`src/rtl/mux_scan_controller_pkg.sv`:
```
// Shared constants for the 4:1 mux scan controller: state encoding, channel ids, defaults.
package mux_scan_controller_pkg;

    localparam int unsigned N_CH          = 4;
    localparam int unsigned CH_W          = 2;
    localparam int unsigned DEFAULT_DWELL = 2;
    localparam int unsigned DEFAULT_CNT_W = 8;

    typedef enum logic [1:0] {
        ST_IDLE = 2'd0,
        ST_SCAN = 2'd1,
        ST_DONE = 2'd2
    } state_e;

    localparam logic [CH_W-1:0] CH0 = 2'd0;
    localparam logic [CH_W-1:0] CH1 = 2'd1;
    localparam logic [CH_W-1:0] CH2 = 2'd2;
    localparam logic [CH_W-1:0] CH3 = 2'd3;

endpackage

```
`src/rtl/mux_scan_controller_if.sv`:
```
// Handshake, mux select and result signals between the scan controller and its environment.
interface mux_scan_controller_if;
    import mux_scan_controller_pkg::*;

    logic            start;
    logic            continuous;
    logic            y_in;
    logic            s0;
    logic            s1;
    logic            busy;
    logic            done;
    logic [N_CH-1:0] sample;
    logic            sample_valid;

    // Environment side: requests scans and returns the mux output.
    modport master (
        output start, continuous, y_in,
        input  s0, s1, busy, done, sample, sample_valid
    );

    // Controller side.
    modport slave (
        input  start, continuous, y_in,
        output s0, s1, busy, done, sample, sample_valid
    );

endinterface

```
`src/rtl/mux_scan_controller_dwell_counter.sv`:
```
// Dwell counter: counts 0..DWELL-1 while enabled, wraps at terminal count, clear forces zero.
module mux_scan_controller_dwell_counter #(
    parameter int unsigned DWELL = 2,
    parameter int unsigned CNT_W = 8
) (
    input  logic clk,
    input  logic rst_n,
    input  logic clear,
    input  logic enable,
    output logic tc_c
);

    logic [CNT_W-1:0] cnt_q;

    assign tc_c = (cnt_q == CNT_W'(DWELL - 1));

    always_ff @(posedge clk or negedge rst_n) begin
        if (!rst_n) begin
            cnt_q <= '0;
        end else if (clear) begin
            cnt_q <= '0;
        end else if (enable) begin
            cnt_q <= tc_c ? '0 : cnt_q + CNT_W'(1);
        end
    end

endmodule

```
`src/rtl/mux_scan_controller.sv`:
```
// Steps the mux select through channels 0..3, samples y per channel and publishes a 4-bit word.
module mux_scan_controller
    import mux_scan_controller_pkg::*;
#(
    parameter int unsigned DWELL = DEFAULT_DWELL,
    parameter int unsigned CNT_W = DEFAULT_CNT_W
) (
    input  logic                 clk,
    input  logic                 rst_n,
    mux_scan_controller_if.slave bus
);

    state_e            state_q, state_d;
    logic [CH_W-1:0]   ch_q, ch_d;
    logic [N_CH-1:0]   shadow_q, shadow_d;
    logic [N_CH-1:0]   sample_q, sample_d;
    logic              busy_q, busy_d;
    logic              done_q, done_d;
    logic              valid_q, valid_d;
    logic              tc_c;

    mux_scan_controller_dwell_counter #(
        .DWELL (DWELL),
        .CNT_W (CNT_W)
    ) u_dwell (
        .clk    (clk),
        .rst_n  (rst_n),
        .clear  (state_q != ST_SCAN),
        .enable (state_q == ST_SCAN),
        .tc_c   (tc_c)
    );

    always_ff @(posedge clk or negedge rst_n) begin
        if (!rst_n) begin
            state_q  <= ST_IDLE;
            ch_q     <= CH0;
            shadow_q <= '0;
            sample_q <= '0;
            busy_q   <= 1'b0;
            done_q   <= 1'b0;
            valid_q  <= 1'b0;
        end else begin
            state_q  <= state_d;
            ch_q     <= ch_d;
            shadow_q <= shadow_d;
            sample_q <= sample_d;
            busy_q   <= busy_d;
            done_q   <= done_d;
            valid_q  <= valid_d;
        end
    end

    // The final capture publishes the whole word on entry to DONE so it lines up with the done pulse.
    always_comb begin
        state_d  = state_q;
        ch_d     = ch_q;
        shadow_d = shadow_q;
        sample_d = sample_q;
        valid_d  = valid_q;

        unique case (state_q)
            ST_IDLE: begin
                if (bus.start) begin
                    state_d = ST_SCAN;
                    ch_d    = CH0;
                end
            end
            ST_SCAN: begin
                if (tc_c) begin
                    shadow_d[ch_q] = bus.y_in;
                    if (ch_q == CH3) begin
                        state_d  = ST_DONE;
                        ch_d     = CH0;
                        sample_d = shadow_d;
                        valid_d  = 1'b1;
                    end else begin
                        ch_d = ch_q + CH_W'(1);
                    end
                end
            end
            ST_DONE: begin
                ch_d    = CH0;
                state_d = bus.continuous ? ST_SCAN : ST_IDLE;
            end
            default: begin
                state_d = ST_IDLE;
                ch_d    = CH0;
            end
        endcase

        busy_d = (state_d != ST_IDLE);
        done_d = (state_d == ST_DONE);
    end

    // Select lines come straight from the channel flops; channel is forced to 0 outside SCAN.
    assign bus.s0           = ch_q[0];
    assign bus.s1           = ch_q[1];
    assign bus.busy         = busy_q;
    assign bus.done         = done_q;
    assign bus.sample       = sample_q;
    assign bus.sample_valid = valid_q;

endmodule

```
`src/flat_wrapper.sv`:
```
// flat-port wrapper written by rule: the top's interface ports become plain ports
module mux_scan_controller_flat import mux_scan_controller_pkg::*;
#(
    parameter int unsigned DWELL = DEFAULT_DWELL,
    parameter int unsigned CNT_W = DEFAULT_CNT_W
)
  (clk, rst_n, bus_start, bus_continuous, bus_y_in, bus_s0, bus_s1, bus_busy, bus_done, bus_sample, bus_sample_valid);
  mux_scan_controller_if bus_i ();
  input  logic clk;
  input  logic rst_n;
  input wire logic [$bits(bus_i.start)-1:0] bus_start;
  input wire logic [$bits(bus_i.continuous)-1:0] bus_continuous;
  input wire logic [$bits(bus_i.y_in)-1:0] bus_y_in;
  output wire logic [$bits(bus_i.s0)-1:0] bus_s0;
  output wire logic [$bits(bus_i.s1)-1:0] bus_s1;
  output wire logic [$bits(bus_i.busy)-1:0] bus_busy;
  output wire logic [$bits(bus_i.done)-1:0] bus_done;
  output wire logic [$bits(bus_i.sample)-1:0] bus_sample;
  output wire logic [$bits(bus_i.sample_valid)-1:0] bus_sample_valid;
  assign bus_i.start = bus_start;
  assign bus_i.continuous = bus_continuous;
  assign bus_i.y_in = bus_y_in;
  assign bus_s0 = bus_i.s0;
  assign bus_s1 = bus_i.s1;
  assign bus_busy = bus_i.busy;
  assign bus_done = bus_i.done;
  assign bus_sample = bus_i.sample;
  assign bus_sample_valid = bus_i.sample_valid;
  mux_scan_controller #(.DWELL(DWELL), .CNT_W(CNT_W)) u_core (.clk(clk), .rst_n(rst_n), .bus(bus_i));
endmodule
```
`config.mk`:
```
export PLATFORM = sky130hd
export DESIGN_NAME = mux_scan_controller_flat
export DESIGN_NICKNAME = d
export VERILOG_FILES = /design/src/rtl/mux_scan_controller_pkg.sv /design/src/rtl/mux_scan_controller_if.sv /design/src/rtl/mux_scan_controller_dwell_counter.sv /design/src/rtl/mux_scan_controller.sv /design/src/flat_wrapper.sv
export SDC_FILE = /design/constraint.sdc
export NUM_CORES = 1
export LEC_CHECK = 0
export ABC_AREA = 1
export CORE_MARGIN = 2
export CORE_UTILIZATION = 50
export CTS_CLUSTER_DIAMETER = 120
export CTS_CLUSTER_SIZE = 20
export DETAILED_ROUTE_END_ITERATION = 8
export PLACE_DENSITY = 0.81
export SYNTH_ARGS = -nofsm -noshare
export SYNTH_HDL_FRONTEND = slang
export SYNTH_SLANG_ARGS = --single-unit
export TNS_END_PERCENT = 20
```
`constraint.sdc`:
```
create_clock -name clk -period 3.15 [get_ports clk]
set_clock_uncertainty 0.05 [all_clocks]
set_input_delay 0.7875 -clock clk [delete_from_list [all_inputs] [get_ports clk]]
set_output_delay 0.7875 -clock clk [all_outputs]
set_load 0.1 [all_outputs]
```
Yosys cells after proc, flatten, opt, wreduce, memory -nomap -nowiden --
Cells that the tools add are included.
Storage, ports and cells: register bits 23, bits of input ports 5, output and inout port bits 9, logic and storage cells 42
Operators by class: add/subtract/negate cells 2, order comparisons 2, equality and inequality tests 8, mux-type cells 15, reduce and logical (&&, ||, !) cells 7
Operator list (count):
- 2-to-1 mux 8 bit | 3
- 2-to-1 mux 2 bit | 6
- adder 8 x 1 -> 8 bit, second input constant | 1
- equality test 8 x 1 -> 1 bit, second input constant | 1
- equality test 2 bit, second input constant | 3
- case mux 2 bit (3 select lines) | 1
- bitwise mux 4 bit | 1
- inequality test 2 x 1 -> 1 bit, second input constant | 2
- case mux 2 bit (2 select lines) | 1
- AND reduction 2 bit | 2
- nonzero test 2 bit | 2
- < comparator 2 x 3 -> 1 bit, second input constant | 1
- AND reduction 3 bit | 1
- adder 2 x 1 -> 2 bit, second input constant | 1
- demux 1 bit (select 2 bit) | 1
- equality test 2 x 1 -> 1 bit, second input constant | 1
- >= comparator 2 x 1 -> 1 bit, second input constant | 1
- logical NOT 2 bit | 1
- 2-to-1 mux 1 bit | 2
- inequality test 2 bit, second input constant | 1
- logical AND 1 bit | 1

Logic depth before layout (Yosys ltp) --
Gate-level depths: netlist of the first run.
depth after elaboration 5, depth in mapped cells 9, depth with buffers taken out 9

Cells and area by module --
A second synthesis of the first run with hierarchy kept.
Second synthesis, totals: cell total of the unflattened synthesis 146, area total of the unflattened synthesis 1183.6 sq um
Modules (own cells, without submodules):
- mux_scan_controller | times used 1, cells an instance 76, area each 670.6 sq um, sequential area each 350.3 sq um
- mux_scan_controller_dwell_counter | times used 1, cells an instance 70, area each 513.0 sq um, sequential area each 200.2 sq um

Worst setup path before layout of the first run --
OpenSTA, ideal clock, no wires.
path type reg-to-reg, start point reg u_core.ch_q[0], end point reg u_core.sample_q[0] (netlist: u_core.bus.sample[0]), library setup time 68 ps, arrival 1824 ps, required time 3032 ps, setup slack 1209 ps, cell stages (with the launch flop) 6, buffers on the path 0, clock period less this slack 1941 ps, path through dfrtp_1 > ha_1 > inv_1 > nor3_4 > nand2_1 > nand2_1
On the way: cells in the longest elaborated chain, start to end 5, elaborated cells on any way between the ends 8, classes of those cells order compare: 2; eq/ne: 1; mux: 3; reduce/logical: 2
Ends and longest elaborated chain:
- from (decl) | line mux_scan_controller.sv:14 | logic [CH_W-1:0] ch_q, ch_d;
- from (signal assigned) | line mux_scan_controller.sv:44 | ch_q <= ch_d;
- < comparator 2 x 3 -> 1 bit (not written as such) or >= comparator 2 x 1 -> 1 bit (tied branches) | line mux_scan_controller.sv:70 | shadow_d[ch_q] = bus.y_in;
- logical AND 1 bit (not written as such) | line mux_scan_controller.sv:70
- 2-to-1 mux 1 bit (not written as such) | line mux_scan_controller.sv:70
- demux 1 bit (select 2 bit)
- bitwise mux 4 bit | line mux_scan_controller.sv:70
- to (signal assigned) | line mux_scan_controller.sv:46 | sample_q <= sample_d;
- to (decl) | line mux_scan_controller.sv:16 | logic [N_CH-1:0] sample_q, sample_d;
Parallel ways exist; a longest one is shown, timed or not. A chain may end at the register's enable or synchronous reset.

Worst setup path in the final report of the first run --
start point reg u_core.ch_q[0], end point out bus_s0
RTL lines:
- to (decl) | line flat_wrapper.sv:14 | output wire logic [$bits(bus_i.s0)-1:0] bus_s0;
No word-level cell between the ends.

==> results of run 1 <==
-- worst paths after layout --
check | end | slack [ps] | from | depth (start not counted)
max | bus_s0 | 1240 | u_core.ch_q[0] | 1
min | u_core.bus.sample_valid | 440 | u_core.bus.sample_valid | 1
max reg2reg | u_core.bus.sample[0] | 1660 | u_core.ch_q[0] | 5
min reg2reg | u_core.bus.sample_valid | 440 | u_core.bus.sample_valid | 1
max in group asynchronous | u_core.shadow_q[3] | 2050 | rst_n | 2
min in group asynchronous | u_core.u_dwell.cnt_q[6] | 770 | rst_n | 2
-- cell usage after synthesis (2+ instances only) --
cell,number,area (um2)
nand2_1,36,135
dfrtp_1,23,576
inv_1,16,60.1
nor2_1,14,52.6
o21ai_0,9,45.0
ha_1,6,75.1
inv_2,5,18.8
nand3_1,5,25.0
nand2_4,4,45.0
nand2_2,3,18.8
nor3_1,3,15.0
o21ai_1,2,10.0
xor2_1,2,17.5
-- cell type report --
class / count / area, um2
Timing Repair Buffer: 14 / 115
Tap cell: 28 / 35.0
Fill cell: 194 / 868
Clock buffer: 4 / 26.3
Multi-Input combinational cell: 93 / 534
Sequential cell: 23 / 576
Inverter: 21 / 78.8
-- layer usage --
layer  GRT usage [%]  up-vias  wire (um)
met2            27.3       15        929
met4            6.84        0         12
met3            2.57        2         65
met5               0        -          0
li1                -      461          -
met1            22.6      403       1000
-- flip-flops by register name (all words and copies together), names as in the netlist --
signal,flops
u_core.bus.sample_valid,1
u_core.shadow_q,4
u_core.bus.busy,1
u_core.bus.done,1
u_core.bus.sample,4
u_core.state_q,2
u_core.ch_q,2
u_core.u_dwell.cnt_q,8
-- cell families (layout without fill, tap and decap cells) --
kind of cell / count (synthesis) / in the layout
xor gates and xnor gates: 2 / 2
and+or+nand+nor: 72 / 72
adders and majority gates: 6 / 6
buffers and inverters: 21 / 39
DFF: 23 / 23
AOI/OAI and AO/OA: 13 / 13
-- metrics by stage --
step / utilization [%] / cells
floorplan: - / 137
global placement: 59.9 / 179
detailed placement: 59.9 / 179
CTS: 61.1 / 183
global route: 61.1 / 183
finish: 61.1 / 183
==> results_dict.tcl, run 1 <==
set metrics [dict create \
    setup_viol 0 \
    die_h_um 52.8 \
    synthFlopType "dfrtp_1" \
    crit_chain "buf_4" \
    dieArea_um2 2780 \
    grt_use_total_pct 16.9 \
    place_area_um2 1340 \
    layout_common_cells "36 x nand2_1, 23 x dfrtp_1, 16 x inv_1" \
    finalHoldViolCount 0 \
    hold_class "reg2reg" \
    wl_um 2010 \
    synth-edff-count 0 \
    cp_slowest_stage_delay_ps 450 \
    status "completed" \
    grt_pass1_vias 828 \
    viasPerCell 4.81 \
    worst_slack_ps 1240 \
    syn_area_um2 1190 \
    antenna_cells 0 \
    timing.slew.headroom_pct 74.5 \
    fin_nets 167 \
    maxCapViolations 0 \
    cts_buffers 3 \
    clockBufferDepth 2 \
    synth-async-reset-ratio_pct 100 \
    synthAdderAreaFrac_pct 6.32 \
    ys_warn_count 0 \
    port_buffers 13 \
    crit_slowest_cell "dfrtp_1" \
    postCtsSetupBuffers 0 \
    period_share_pct 60.6 \
    synth_top_family_by_area "simple AND/OR/NAND/NOR gates" \
    tns_ps 0 \
    num_rows 17 \
    drive_gt1_share_pct 20.0 \
    final_area_um2 1370 \
    synthXorXnorAreaFrac_pct 1.47 \
    synth-simple-area-share_pct 31.5 \
    core_area_um2 2230 \
    ctsResizeCount 0 \
    start_util_pct 53.2 \
    mostFrequentLayoutCell "nand2_1" \
    whs_ps 438 \
    synth.distinct_cells 22 \
    critPathLaunchType "flop" \
    finalCriticalPeriod_ps 1910 \
    rsz0062_at_grt "no" \
    endpoint_kind "output pin" \
    clock-sinks 23 \
    arrival_ps 1070 \
    cts_tree "done" \
    clk_latency_ps 300 \
    ant_nets 0 \
    gr-total-overflow 0 \
    cp_top_family "flip-flops" \
    routabilityCongestion 0.795 \
    syn_nets 148 \
    worst_pin_slew_ps 379 \
    post-dp-hpwl_um 1540 \
    synth_seq_cells 23 \
    timing.fmax_mhz 524 \
    cp_data_required_time_ps 2310 \
    grt_pass1_wl_um 3440 \
    grt_max_degree 24 \
    wl_per_cell_um 11.0 \
    synth_compound_area_share_pct 5.68 \
    first_iter_violations 17 \
    critPathKind "reg2out" \
    die_w_um 52.8 \
    syn_area_per_cell_um2 8.68 \
    clk_pin_slew_ps 120 \
    syn_to_final_growth_pct 14.8 \
    pre_cts_ws_ps 1350 \
    cts_root_buffer "clkbuf_4" \
    htree_levels 1 \
    drt_pass1_iterations 4 \
    postCtsHoldBufs 0 \
    cp_num_buf_inv 1 \
    vias 881 \
    seq_area_frac_synth_pct 48.4 \
    ios 14 \
    synth.mux.area_fraction_pct 0 \
    crit_fanout 5 \
    syn_inst 137 \
    drc_errors 0 \
    antenna_found_initial 0 \
    drv_slew 0 \
]
Power of run 1 is not shown: default switching activity piles up to over one toggle a cycle in this logic, so the estimate is an artifact.
==> run 2, diff against run 1 <==
==> constraint.sdc (replaced) <==
create_clock -name clk -period 1.9 [get_ports clk]
set_clock_uncertainty 0.05 [all_clocks]
set_input_delay 0.475 -clock clk [delete_from_list [all_inputs] [get_ports clk]]
set_output_delay 0.475 -clock clk [all_outputs]
set_load 0.1 [all_outputs]
==> run 2 against run 1 <==
Net effect:
- sequential share of layout area decreased by 3.1 points
- critical path depth rose by 8
- setup slack got worse by 870 ps
- via count grew 9.5%
- largest cell class unchanged
==> results_dict.tcl, run 2 (synthesized netlist as in run 1, its figures left out) <==
set metrics [dict create \
    die_w_um 52.8 \
    wl_um 2320 \
    ctsResizeCount 0 \
    peakVddDrop_mv 1.42 \
    endpoint_kind "flop" \
    p_leak_nw 0.728 \
    switching_share_pct 52.5 \
    clk_latency_ps 310 \
    antenna_found_initial 0 \
    largest_reg_flops 8 \
    grt_use_total_pct 20.1 \
    r2r-start "u_core.u_dwell.cnt_q[1]" \
    arrival_ps 1700 \
    fin_nets 167 \
    crit_slowest_cell "dfrtp_1" \
    cts_tree "done" \
    period_share_pct 80.5 \
    gr-total-overflow 0 \
    clockBufferDepth 2 \
    timing.slew.headroom_pct 73.3 \
    antenna_cells 0 \
    port_buffers 13 \
    tns_ps 0 \
    viasPerCell 5.27 \
    first_iter_violations 20 \
    drc_errors 0 \
    drive_gt1_share_pct 21.3 \
    setup_viol 0 \
    worst_pin_slew_ps 398 \
    drv_slew 0 \
    cp_data_required_time_ps 2070 \
    ios 14 \
    dp.cells 179 \
    place_area_um2 1450 \
    vias 965 \
    p_int_mw 1.29 \
    rsz0062_at_grt "no" \
    cts_root_buffer "clkbuf_4" \
    postCtsSetupBuffers 0 \
    grt_pass1_wl_um 4090 \
    clock-sinks 23 \
    final_area_um2 1480 \
    num_rows 17 \
    hold_class "in2async" \
    crit_fanout 9 \
    cts_buffers 3 \
    stdcell_count 183 \
    post-dp-hpwl_um 1800 \
    status "completed" \
    start_util_pct 53.2 \
    timing.fmax_mhz 654 \
    worst_r2r_path_depth 9 \
    clkPwrFrac_pct 8.4 \
    total_power_mw 2.72 \
    ant_nets 0 \
    regToRegEndpoint "u_core.bus.sample[2]" \
    maxCapViolations 0 \
    cp_slowest_stage_delay_ps 430 \
    layout_common_cells "36 x nand2_1, 21 x dfrtp_1, 16 x inv_1" \
    grt_max_degree 24 \
    core_area_um2 2230 \
    clk_pin_slew_ps 120 \
    die_h_um 52.8 \
    top_register "u_core.u_dwell.cnt_q" \
    critPathLaunchType "flop" \
    mostFrequentLayoutCell "nand2_1" \
    drt_pass1_iterations 4 \
    p_per_area_nw_per_um2 1840 \
    crit_chain "inv_1, ha_1, nand2_2, nor2_4, nand2_4, nor2_8, nand2_4, nand2_1, nand2_1" \
    htree_levels 1 \
    grt_pass1_vias 972 \
    routabilityCongestion 0.786 \
    finalHoldViolCount 0 \
    p_sw_mw 1.43 \
    postCtsHoldBufs 0 \
    p_seq_share_pct 29.7 \
    comb_power_share_pct 62.0 \
    fin_util_pct 66.3 \
    finalCriticalPeriod_ps 1530 \
    wl_per_cell_um 12.7 \
    rrSetupSlack_ps 370 \
    dieArea_um2 2780 \
    syn_to_final_growth_pct 24.5 \
    critPathKind "reg2reg" \
]
run 2: cell types whose count changed in the layout (fill, tap and decap cells not counted):
cell     before  now
buf_12        0    9
buf_4        10    1
dfrtp_1      23   21
dfrtp_2       0    2
run 2: per-stage QoR:
| stage | setup slack, ps | hold WS (ps) |
|---|---|---|
| floorplan | 273 | 129 |
| global placement | 436 | 423 |
| detailed placement | 342 | 452 |
| CTS | 356 | 450 |
| global route | 254 | 486 |
| finish | 371 | 449 |
run 2: area by class of cell:
| cell class | instances | area, um2 |
|---|---|---|
| repair buffers | 14 | 228 |
| well taps | 28 | 35.0 |
| clock buffers | 4 | 26.3 |
| multi-input cells | 93 | 534 |
| flip-flops and latches | 23 | 578 |
| fillers | 171 | 753 |
| inverters | 21 | 78.8 |
run 2: worst max-delay path by stage:
stage	startpoint	endpoint	slack (ps)
detailed placement	bus_continuous	u_core.bus.busy	340
global route	u_core.u_dwell.cnt_q[1]	u_core.bus.sample[2]	250
finish	u_core.u_dwell.cnt_q[1]	u_core.bus.sample[2]	370
global placement	bus_continuous	u_core.bus.busy	440
CTS	u_core.u_dwell.cnt_q[1]	u_core.bus.sample[2]	360
floorplan	u_core.ch_q[0]	u_core.bus.sample[0]	270
run 2: power by group through the flow:
| stage | sequential [mW] | clock, mW | combinational [mW] |
|---|---|---|---|
| floorplan | 1.35 | 0 | 0.574 |
| global placement | 0.805 | 0 | 1.63 |
| detailed placement | 0.819 | 0 | 1.68 |
| CTS | 0.809 | 0.232 | 1.70 |
| global route | 0.827 | 0.243 | 1.80 |
| finish | 0.807 | 0.228 | 1.69 |
run 2: metal layers:
layer | GRT usage, % | vias to the layer above | part of all wire, %
met5 | 0 | - | 0
met4 | 9.40 | 0 | 3.2
met3 | 2.57 | 8 | 5.3
met2 | 34.8 | 36 | 49
met1 | 24.7 | 459 | 42
li1 | - | 462 | -
run 2: critical path: cells and delay by family (launching register included):
kind          cells  cell delay, ps
simple gates      7             680
buf+inv           1              70
fa+ha+maj         1             190
flops             1             430
Power figures use the tool's default switching activity.
